===== src/rtl/mdio_pkg.sv =====
// Shared types and frame-field constants for the MDIO management master.
// Frame legality depends on MDIO_CL45_EN (Clause 45 ST=00 frames accepted when defined).
package mdio_pkg;

  typedef enum logic [2:0] {
    S_IDLE,
    S_PREAMBLE,
    S_HEADER,
    S_TA,
    S_DATA,
    S_DONE
  } mdio_state_e;

  localparam logic [1:0] ST_CL22 = 2'b01;
  localparam logic [1:0] ST_CL45 = 2'b00;

  localparam logic [1:0] OP_WRITE      = 2'b01;
  localparam logic [1:0] OP_READ       = 2'b10;
  localparam logic [1:0] OP_C45_READ   = 2'b11;
  localparam logic [1:0] OP_C45_RD_INC = 2'b10;

  // Bit positions inside t_data
  localparam int unsigned ST_MSB    = 31;
  localparam int unsigned OP_MSB    = 29;
  localparam int unsigned HDR_MSB   = 31;
  localparam int unsigned HDR_LSB   = 18;
  localparam int unsigned TA_MSB    = 17;
  localparam int unsigned WDATA_MSB = 15;

  localparam int unsigned HEADER_BITS = 14;
  localparam int unsigned TA_BITS     = 2;
  localparam int unsigned DATA_BITS   = 16;

  function automatic logic frame_valid(input logic [1:0] st, input logic [1:0] op);
`ifdef MDIO_CL45_EN
    return (st == ST_CL45) || ((st == ST_CL22) && ((op == OP_WRITE) || (op == OP_READ)));
`else
    return (st == ST_CL22) && ((op == OP_WRITE) || (op == OP_READ));
`endif
  endfunction

  // Only meaningful for frames that passed frame_valid
  function automatic logic frame_is_read(input logic [1:0] st, input logic [1:0] op);
    if (st == ST_CL45) return (op == OP_C45_READ) || (op == OP_C45_RD_INC);
    return op == OP_READ;
  endfunction

endpackage


===== src/rtl/mdio_mdc_gen.sv =====
// MDC divider: CLK_DIV/2 cycles low then CLK_DIV/2 high, with strobes flagging
// the clk edges on which MDC falls (next bit driven) and rises (mdio_in sampled).
module mdio_mdc_gen #(
  parameter int unsigned CLK_DIV = 4
) (
  input  logic clk,
  input  logic reset,
  input  logic en,
  output logic mdc,
  output logic mdc_fall_c,
  output logic mdc_rise_c
);

  localparam int unsigned CW = (CLK_DIV > 2) ? $clog2(CLK_DIV) : 1;
  localparam logic [CW-1:0] CNT_LAST = CW'(CLK_DIV - 1);
  localparam logic [CW-1:0] CNT_HALF = CW'(CLK_DIV / 2);
  localparam logic [CW-1:0] CNT_RISE = CW'(CLK_DIV / 2 - 1);

  logic [CW-1:0] cnt;
  logic [CW-1:0] cnt_next;

  always_comb begin
    cnt_next = (cnt == CNT_LAST) ? '0 : cnt + CW'(1);
  end

  assign mdc_fall_c = en && (cnt == CNT_LAST);
  assign mdc_rise_c = en && (cnt == CNT_RISE);

  always_ff @(posedge clk) begin
    if (reset || !en) begin
      cnt <= '0;
      mdc <= 1'b0;
    end else begin
      cnt <= cnt_next;
      mdc <= (cnt_next >= CNT_HALF);
    end
  end

endmodule


===== src/rtl/mdio_master.sv =====
// IEEE 802.3 MDIO management master: preamble, header, turnaround and data
// phases with read capture. Build macro MDIO_CL45_EN adds Clause 45 frames.
module mdio_master
  import mdio_pkg::*;
#(
  parameter int unsigned CLK_DIV      = 4,
  parameter int unsigned PREAMBLE_LEN = 32
) (
  input  logic        clk,
  input  logic        reset,
  input  logic        mdio_start,
  input  logic [31:0] t_data,
  input  logic        mdio_in,
  output logic        mdc,
  output logic        mdio_out,
  output logic        mdio_oe,
  output logic [15:0] rd_data,
  output logic        data_valid,
  output logic        mdio_done,
  output logic        err,
  output logic        busy
);

  localparam int unsigned CNT_MAX = (PREAMBLE_LEN > DATA_BITS) ? PREAMBLE_LEN : DATA_BITS;
  localparam int unsigned CNT_W   = $clog2(CNT_MAX);
  localparam logic [CNT_W-1:0] PRE_LAST  = CNT_W'(PREAMBLE_LEN - 1);
  localparam logic [CNT_W-1:0] HDR_LAST  = CNT_W'(HEADER_BITS - 1);
  localparam logic [CNT_W-1:0] TA_LAST   = CNT_W'(TA_BITS - 1);
  localparam logic [CNT_W-1:0] DATA_LAST = CNT_W'(DATA_BITS - 1);

  mdio_state_e      state;
  logic [CNT_W-1:0] bit_cnt;
  logic [31:0]      tx_sr;
  logic [15:0]      rx_sr;
  logic             is_read;
  logic             rejected;
  logic             mdc_en;
  logic             mdc_fall_c;
  logic             mdc_rise_c;
  logic             start_valid;
  logic             start_read;
  logic [31:0]      start_frame;
  logic             ta_unused;

  assign start_valid = frame_valid(t_data[ST_MSB -: 2], t_data[OP_MSB -: 2]);
  assign start_read  = frame_is_read(t_data[ST_MSB -: 2], t_data[OP_MSB -: 2]);
  // TA is always driven '1','0' on writes; the caller's TA field is ignored
  assign start_frame = {t_data[HDR_MSB:HDR_LSB], 2'b10, t_data[WDATA_MSB:0]};
  assign ta_unused   = ^t_data[TA_MSB -: 2];
  assign mdc_en      = (state == S_PREAMBLE) || (state == S_HEADER) ||
                       (state == S_TA) || (state == S_DATA);

  mdio_mdc_gen #(.CLK_DIV(CLK_DIV)) u_mdc_gen (
    .clk        (clk),
    .reset      (reset),
    .en         (mdc_en),
    .mdc        (mdc),
    .mdc_fall_c (mdc_fall_c),
    .mdc_rise_c (mdc_rise_c)
  );

  always_ff @(posedge clk) begin
    if (reset) begin
      state      <= S_IDLE;
      bit_cnt    <= '0;
      tx_sr      <= '0;
      rx_sr      <= '0;
      is_read    <= 1'b0;
      rejected   <= 1'b0;
      mdio_out   <= 1'b1;
      mdio_oe    <= 1'b0;
      rd_data    <= '0;
      data_valid <= 1'b0;
      mdio_done  <= 1'b0;
      err        <= 1'b0;
      busy       <= 1'b0;
    end else begin
      data_valid <= 1'b0;
      mdio_done  <= 1'b0;
      err        <= 1'b0;
      case (state)
        S_IDLE: begin
          if (mdio_start) begin
            busy    <= 1'b1;
            bit_cnt <= '0;
            is_read <= start_read;
            if (!start_valid) begin
              rejected <= 1'b1;
              state    <= S_DONE;
            end else begin
              rejected <= 1'b0;
              mdio_oe  <= 1'b1;
              if (PREAMBLE_LEN == 0) begin
                state    <= S_HEADER;
                mdio_out <= start_frame[31];
                tx_sr    <= {start_frame[30:0], 1'b0};
              end else begin
                state    <= S_PREAMBLE;
                mdio_out <= 1'b1;
                tx_sr    <= start_frame;
              end
            end
          end
        end
        S_PREAMBLE: begin
          if (mdc_fall_c) begin
            if (bit_cnt == PRE_LAST) begin
              state    <= S_HEADER;
              bit_cnt  <= '0;
              mdio_out <= tx_sr[31];
              tx_sr    <= {tx_sr[30:0], 1'b0};
            end else begin
              bit_cnt <= bit_cnt + CNT_W'(1);
            end
          end
        end
        S_HEADER: begin
          if (mdc_fall_c) begin
            mdio_out <= tx_sr[31];
            tx_sr    <= {tx_sr[30:0], 1'b0};
            if (bit_cnt == HDR_LAST) begin
              state   <= S_TA;
              bit_cnt <= '0;
              mdio_oe <= !is_read;
            end else begin
              bit_cnt <= bit_cnt + CNT_W'(1);
            end
          end
        end
        S_TA: begin
          if (mdc_fall_c) begin
            mdio_out <= tx_sr[31];
            tx_sr    <= {tx_sr[30:0], 1'b0};
            if (bit_cnt == TA_LAST) begin
              state   <= S_DATA;
              bit_cnt <= '0;
            end else begin
              bit_cnt <= bit_cnt + CNT_W'(1);
            end
          end
        end
        S_DATA: begin
          if (mdc_rise_c) rx_sr <= {rx_sr[14:0], mdio_in};
          if (mdc_fall_c) begin
            if (bit_cnt == DATA_LAST) begin
              state    <= S_DONE;
              mdio_out <= 1'b1;
              mdio_oe  <= 1'b0;
            end else begin
              bit_cnt  <= bit_cnt + CNT_W'(1);
              mdio_out <= tx_sr[31];
              tx_sr    <= {tx_sr[30:0], 1'b0};
            end
          end
        end
        S_DONE: begin
          state     <= S_IDLE;
          busy      <= 1'b0;
          mdio_done <= 1'b1;
          err       <= rejected;
          if (is_read && !rejected) begin
            rd_data    <= rx_sr;
            data_valid <= 1'b1;
          end
        end
        default: state <= S_IDLE;
      endcase
    end
  end

endmodule

===== config.mk =====
export PLATFORM = sky130hd
export DESIGN_NAME = mdio_master
export DESIGN_NICKNAME = d
export VERILOG_FILES = /design/src/rtl/mdio_pkg.sv /design/src/rtl/mdio_mdc_gen.sv /design/src/rtl/mdio_master.sv
export SDC_FILE = /design/constraint.sdc
export NUM_CORES = 1
export LEC_CHECK = 0
export BUFFER_PORTS_ARGS = -buffer_cell sky130_fd_sc_hd__clkbuf_2
export CAP_MARGIN = 20
export CORE_AREA = 2 2 89 155
export CTS_CLUSTER_SIZE = 28
export DETAILED_ROUTE_END_ITERATION = 10
export DIE_AREA = 0 0 91 157
export PLACE_DENSITY = 0.56
export SLEW_MARGIN = 20
export SYNTH_ARGS = -nofsm -noshare
export SYNTH_HDL_FRONTEND = slang
export SYNTH_SLANG_ARGS = --single-unit

===== constraint.sdc =====
create_clock -name clk -period 2.3 [get_ports clk]
set_clock_uncertainty 0.1 [all_clocks]
set_input_delay 0.115 -clock clk [delete_from_list [all_inputs] [get_ports clk]]
set_output_delay 0.115 -clock clk [all_outputs]
set_load 0.02 [all_outputs]

==> run summary, run 1 <==
outcome = finished clean
crit path from = bit_cnt[1]
WL per Instance = 12.5 um
Peak VDD IR = 533 uV
sw power = 1930 uW
Clk pwr share = 28.6%
Post-Syn Area per Cell = 8.26 um2
R2R Setup Slk = 0.06 ns
yosys warns = 0
Async S/R FF share, synth = 0%
Crit. End Element = register
synthesized cell area = 3840 um2
Slew HR = 43.8%
DP Area = 4310 um2
most used flip-flop cell after synthesis = dfxtp_1
core area = 12,900 um2
internal power = 3530 uW
Worst EP arrival = 2.33 ns
CP Max Fanout = 13
Mapped Cells = 465
pin count of the biggest net entering global routing = 65
# nets final = 589
# IOs = 59
Root Driver = clkbuf_16
DRT iter0 DRCs = 201
CTS tree = built
Hold Fails Final Rpt = 0
Sinks on Clock Net = 82
area fraction in compound gates after synthesis = 21.8%
worst slew pin tran = 0.842 ns
Port Buffers = 56
Setup Crit Path Kind = reg2reg
gr ovfl total = 0
Worst Hold End = busy
Vias = 3,475
hold_sp = mdio_start
main combinational cell family by area after synthesis = simple AND/OR/NAND/NOR gates
#FFs+latches synth = 82
vias in the first global route = 3,310
vias per cell = 4.82
Critical R2R Capture = tx_sr[20]
Max Buffers Root-to-Sink = 2
GP Congestion = 0.850
CP Launch Type = register
number of fill cells = 1,377
max-slew violation count = 0
syn nets = 509
Combinational Power Share = 37.6%
Crit path required time = 2.38 ns
# setup viols final = 0
layout cells sized above 1 = 24.2%
initial antenna violation count = 0
Die Height = 157 um
row cnt = 55
Final Total Pwr = 5470 uW
Skew-Pair Late Insertion Delay = 0.34 ns
hpwl dp = 6070 um
Synth Area in Adders = 2.61%
first-pass GRT wire length = 14,600 um
Yosys cell types = 48
Seq pwr share = 33.8%
Cell Pwr Density = 1080 nW/um2
Hold Slack = 0.119 ns
sequential share of the synthesized area = 42.7%
Sw Ratio = 35.4%
R2R cell count = 9
antenna viol nets, final = 0
area share of and/or/nand/nor cells after synthesis = 25.7%
Ant. Diodes = 0
HP Class = in2reg
Post-synth EDFFs = 0
minimum clock period = 2.24 ns
xor/xnor share of the synthesized area = 0.456%
fmax = 446 MHz
clock-pin slew on the worst setup and hold paths = 0.06 ns
mux cell area share after synthesis = 0.782%
reg2reg start = bit_cnt[1]
Routed WL = 9040 um
Pre-Repair DR Iteration Count = 4
Die ar. = 14,300 um2
area delta synth->final = 31.9%
setup TNS = 0 ns
fin crit share = 97.5%
Leakage Power = 0.00186 uW
final instance area = 5070 um2
initial core utilization = 29.7%
DIE WIDTH = 91 um
Hold Crit Depth = 5
CTS H-tree depth = 3
TritonCTS Buffers = 9
max_cap viols = 0
total track usage = 12.4%
# DRC = 0
## layout make-up
type | instances | area, um2 | area share (%)
Multi-Input combinational cell | 337 | 2010 | 39.7
Tap cell | 171 | 214 | 4.22
Sequential cell | 82 | 1640 | 32.5
Clock inverter | 5 | 85.1 | 1.68
Inverter | 9 | 33.8 | 0.667
Clock buffer | 11 | 243 | 4.79
Timing Repair Buffer | 106 | 836 | 16.5
## worst max-delay path: stages (launching register included)
cell and delay, ns:
dfxtp_2 0.38, ha_4 0.14, and3_1 0.18, ha_2 0.20
a21oi_1 0.10, o32ai_2 0.31, o21a_4 0.26, buf_4 0.15
clkbuf_16 0.16, a311oi_2 0.10
## worst max-delay path by stage
stage,to,cells after the start
detailed placement,tx_sr[3],9
global placement,tx_sr[12],9
finish,tx_sr[20],9
CTS,tx_sr[5],9
floorplan,tx_sr[18],9
global route,tx_sr[26],9
## registers in the layout (all words and copies together) (netlist names), 2 cells and up
signal	flops
tx_sr	32
rd_data	16
rx_sr	16
bit_cnt	5
state	3
u_mdc_gen.cnt	2
## synth_stat cells (all sizes together), types with 3 or more instances
| library cell | number | area (um2) |
|---|---|---|
| nand3 | 10 | 50.1 |
| inv | 9 | 33.8 |
| nand2b | 4 | 25.0 |
| nor2 | 51 | 199 |
| nor4b | 4 | 47.6 |
| buf | 18 | 124 |
| nand2 | 132 | 495 |
| a311oi | 29 | 417 |
| dfxtp | 82 | 1640 |
| nor2b | 4 | 25.0 |
| a211oi | 3 | 32.5 |
| nor3 | 7 | 35.0 |
| a21oi | 48 | 240 |
| mux2i | 3 | 30.0 |
| o21ai | 4 | 20.0 |
| ha | 8 | 100 |
| clkbuf | 19 | 71.3 |
## timing repair
item / in CTS / in global routing
endpoints found under the setup margin: 0 / 35
buffers inserted: 0 / 3
resized for setup: 0 / 7
hold endpoints to repair: 30 / 0
hold buffers: 30 / 0
## layer usage
layer	vias to the layer above	global-route usage, %	wire length, um
li1	1753	-	-
met1	1633	13.4	3790
met2	71	22.8	4780
met3	18	2.73	263
met4	0	6.20	209
met5	-	0	0
## kinds of logic (layout without fill, tap and decap cells)
family,after synthesis,in the layout
compound gates,97,97
simple gates,227,227
flops,82,82
mux,3,3
buf+inv,46,131
fa+ha+maj,8,8
xor+xnor,2,2
## through the flow
step,utilization [%],setup slack [ns],cells
2_1_floorplan,-,0.284,465
3_3_place_gp,33.3,0.0932,669
3_5_place_dp,33.3,0.0211,669
4_1_cts,38.2,0.00813,715
5_1_grt,39.2,-0.0369,721
6_report,39.2,0.0576,721
## cell usage in the layout, fill, tap and decap left out, types with 2 or more instances in the layout
| cell type | instances |
|---|---|
| nand2_1 | 132 |
| dfxtp_1 | 80 |
| clkbuf_2 | 55 |
| nor2_1 | 50 |
| a21oi_1 | 48 |
| dlygate4sd3_1 | 30 |
| a311oi_2 | 26 |
| buf_4 | 14 |
| clkbuf_16 | 12 |
| nand3_1 | 10 |
| inv_1 | 9 |
| nor3_1 | 7 |
| ha_1 | 6 |
| nand2b_1 | 4 |
| nor2b_1 | 4 |
| buf_12 | 4 |
| mux2i_1 | 3 |
| a311oi_1 | 3 |
| and3_1 | 2 |
| o21ai_0 | 2 |
| xnor2_2 | 2 |
| nor4b_1 | 2 |
| a32oi_1 | 2 |
| a31oi_1 | 2 |
| nor4b_2 | 2 |
| and2_1 | 2 |
| nand4b_1 | 2 |
| o21ai_1 | 2 |
| nor3b_1 | 2 |
| a211oi_2 | 2 |
| dfxtp_2 | 2 |
| bufinv_16 | 2 |
## power groups by stage
stage	clock network [uW]	registers, uW	logic [uW]
global placement	0	1860	1860
floorplan	0	1820	1470
finish	1560	1850	2060
global route	1660	1880	2280
detailed placement	0	1870	1890
CTS	1610	1840	1940
(Power assumes the default switching activity.)
==> run 2, diff against run 1 <==
--- a/config.mk
+++ b/config.mk
@@ -12,7 +12,8 @@
 export DETAILED_ROUTE_END_ITERATION = 10
 export DIE_AREA = 0 0 91 157
 export PLACE_DENSITY = 0.56
-export SLEW_MARGIN = 20
+export RECOVER_POWER = 25
+export SLEW_MARGIN = 40
 export SYNTH_ARGS = -nofsm -noshare
 export SYNTH_HDL_FRONTEND = slang
 export SYNTH_SLANG_ARGS = --single-unit
==> run 2 against run 1 <==
Effect of this change: sequential power is essentially flat; critical path depth unchanged; final cell count is the same; die area is the same; non-clock buffer count stayed put; sequential cell count unchanged; sequential share of layout area rose by 0.21 points; fmax increased by 0.55%; wire length rose by 0.20%; total power decreased by 0.21%; register-to-register slack about the same; hold slack got worse by 0.020 ns; critical path type unchanged; largest cell class unchanged; largest power group unchanged.
==> run summary, run 2 (synthesized netlist as in run 1, its figures left out) <==
Peak VDD IR = 534 uV (+0.24%)
largest register by flop count = tx_sr
# nets final = 589 (unchanged)
Multi-input gate area = 2000 um2 (-0.37%)
layout cells sized above 1 = 19.8% (-4.4 points)
CTS H-tree depth = 3 (unchanged)
initial antenna violation count = 0 (unchanged)
Die ar. = 14,300 um2 (unchanged)
Ant. Diodes = 0 (unchanged)
Critical R2R Capture = tx_sr[20]
reg2reg start = bit_cnt[1]
Hold Fails Final Rpt = 0 (unchanged)
Sequential Area = 1640 um2 (unchanged)
gr ovfl total = 0 (unchanged)
hold_sp = reset
CP Max Fanout = 13 (unchanged)
Cell Pwr Density = 1080 nW/um2 (+0.43%)
Hold Crit Depth = 2 (-3)
clock-pin slew on the worst setup and hold paths = 0.06 ns (about the same)
hpwl dp = 6070 um (unchanged)
Root Driver = clkbuf_16
most common cell after layout, fill and taps aside = nand2_1
GP Congestion = 0.850 (unchanged)
Slew HR = 57.9% (+14 points)
vias per cell = 4.82 (unchanged)
Skew-Pair Late Insertion Delay = 0.34 ns (about the same)
outcome = finished clean
DIE WIDTH = 91 um (unchanged)
HP Class = in2reg
WL per Instance = 12.6 um (+0.20%)
worst setup margin = 0.0699 ns (+0.0123 ns)
CP Launch Type = register
TritonCTS Buffers = 9 (unchanged)
Crit. End Element = register
CTS tree = built
area delta synth->final = 31.0%
# setup viols final = 0 (unchanged)
Worst EP arrival = 2.33 ns (about the same)
pin count of the biggest net entering global routing = 65 (unchanged)
first-pass GRT wire length = 14,600 um (unchanged)
Max Buffers Root-to-Sink = 2 (unchanged)
worst slew pin tran = 0.629 ns (-0.213 ns)
R2R Setup Slk = 0.07 ns (about the same)
Sinks on Clock Net = 82 (unchanged)
DRT iter0 DRCs = 216 (+7.5%)
Setup Crit Path Kind = reg2reg
Leakage Power = 0.00177 uW (-4.5%)
# IOs = 59 (unchanged)
max_cap viols = 0 (unchanged)
max reg flops = 32 (unchanged)
fmax = 448 MHz (+0.55%)
minimum clock period = 2.23 ns (-0.0123 ns)
max-slew violation count = 0 (unchanged)
Pre-Repair DR Iteration Count = 4 (unchanged)
Routed WL = 9060 um (+0.20%)
Crit path required time = 2.40 ns (+0.02 ns)
initial core utilization = 29.7% (unchanged)
setup TNS = 0 ns (unchanged)
R2R cell count = 9 (unchanged)
# DRC = 0 (unchanged)
vias in the first global route = 3,310 (unchanged)
commonest non-fill, non-tap cells in the layout = nand2_1 (132), dfxtp_1 (80), nor2_1 (50), a21oi_1 (48), clkbuf_2 (32)
Die Height = 157 um (unchanged)
pre-CTS setup slack = 0.0211 ns (unchanged)
top flop regs = tx_sr: 32 flops, rd_data: 16 flops, rx_sr: 16 flops
row cnt = 55 (unchanged)
fin crit share = 97.0% (-0.53 points)
Vias = 3,475 (unchanged)
number of fill cells = 1,374 (-0.22%)
total track usage = 12.4% (unchanged)
core area = 12,900 um2 (unchanged)
Worst Hold End = state[0]
antenna viol nets, final = 0 (unchanged)
Port Buffers = 56 (unchanged)
run 2: cell count changes in the layout (fill, tap and decap cells not counted):
cell,change
clkbuf_1,+23
clkbuf_2,-23
buf_4,-1
buf_6,+1
xnor2_2,-1
xnor2_1,+1
run 2: cell type report:
type                    instances  share of cell area (%)
repair buffers                106                    16.1
clock buffers                  11                    4.82
well taps                     171                    4.25
flip-flops and latches         82                    32.7
multi-input cells             337                    39.8
inverters                       9                   0.671
clock inverters                 5                    1.69
run 2: repair_timing:
item | 4_1_cts | 5_1_grt
hold endpoints to repair | 30 | 0
hold buffers | 30 | 0
gates resized for setup | 0 | 7
buffers inserted | 0 | 3
setup endpoints to repair | 0 | 34
run 2: power breakdown:
group	total [uW]	internal [uW]	switching (uW)
logic	2050	866	1180
registers	1850	1670	177
clock network	1560	986	576
run 2: worst max-delay path, stage by stage (launching register included):
cell       delay (ns)
dfxtp_2          0.38
ha_4             0.14
and3_1           0.18
ha_2             0.20
a21oi_1          0.10
o32ai_2          0.31
o21a_4           0.26
buf_4            0.15
clkbuf_16        0.17
a311oi_2         0.10
run 2: per-layer routing:
layer	share of wire, %	GRT usage, %
met1	42	13.4
met2	53	22.8
met3	2.7	2.73
met4	2.2	6.20
met5	0	0
run 2: how the worst max path moves through the flow:
stage           endpoint       start  slack, ns
2_1_floorplan  tx_sr[18]  bit_cnt[0]       0.28
3_5_place_dp    tx_sr[3]  bit_cnt[1]       0.02
6_report       tx_sr[20]  bit_cnt[1]       0.07
5_1_grt        tx_sr[23]  bit_cnt[1]      -0.03
3_3_place_gp   tx_sr[12]  bit_cnt[1]       0.09
4_1_cts         tx_sr[5]  bit_cnt[1]      0.008
run 2: through the flow:
stage / utilization (%) / total power, uW / hold slack (ns) / instances / area, um2
after detailed placement: 33.3 / 3770 / 0.253 / 669 / 4310
after floorplan: - / 3280 / 0.151 / 465 / 3840
after global placement: 33.3 / 3720 / 0.256 / 669 / 4310
final: 38.9 / 5460 / 0.0998 / 721 / 5030
after CTS: 38.2 / 5390 / 0.114 / 715 / 4940
after global routing: 38.9 / 5810 / 0.148 / 721 / 5030
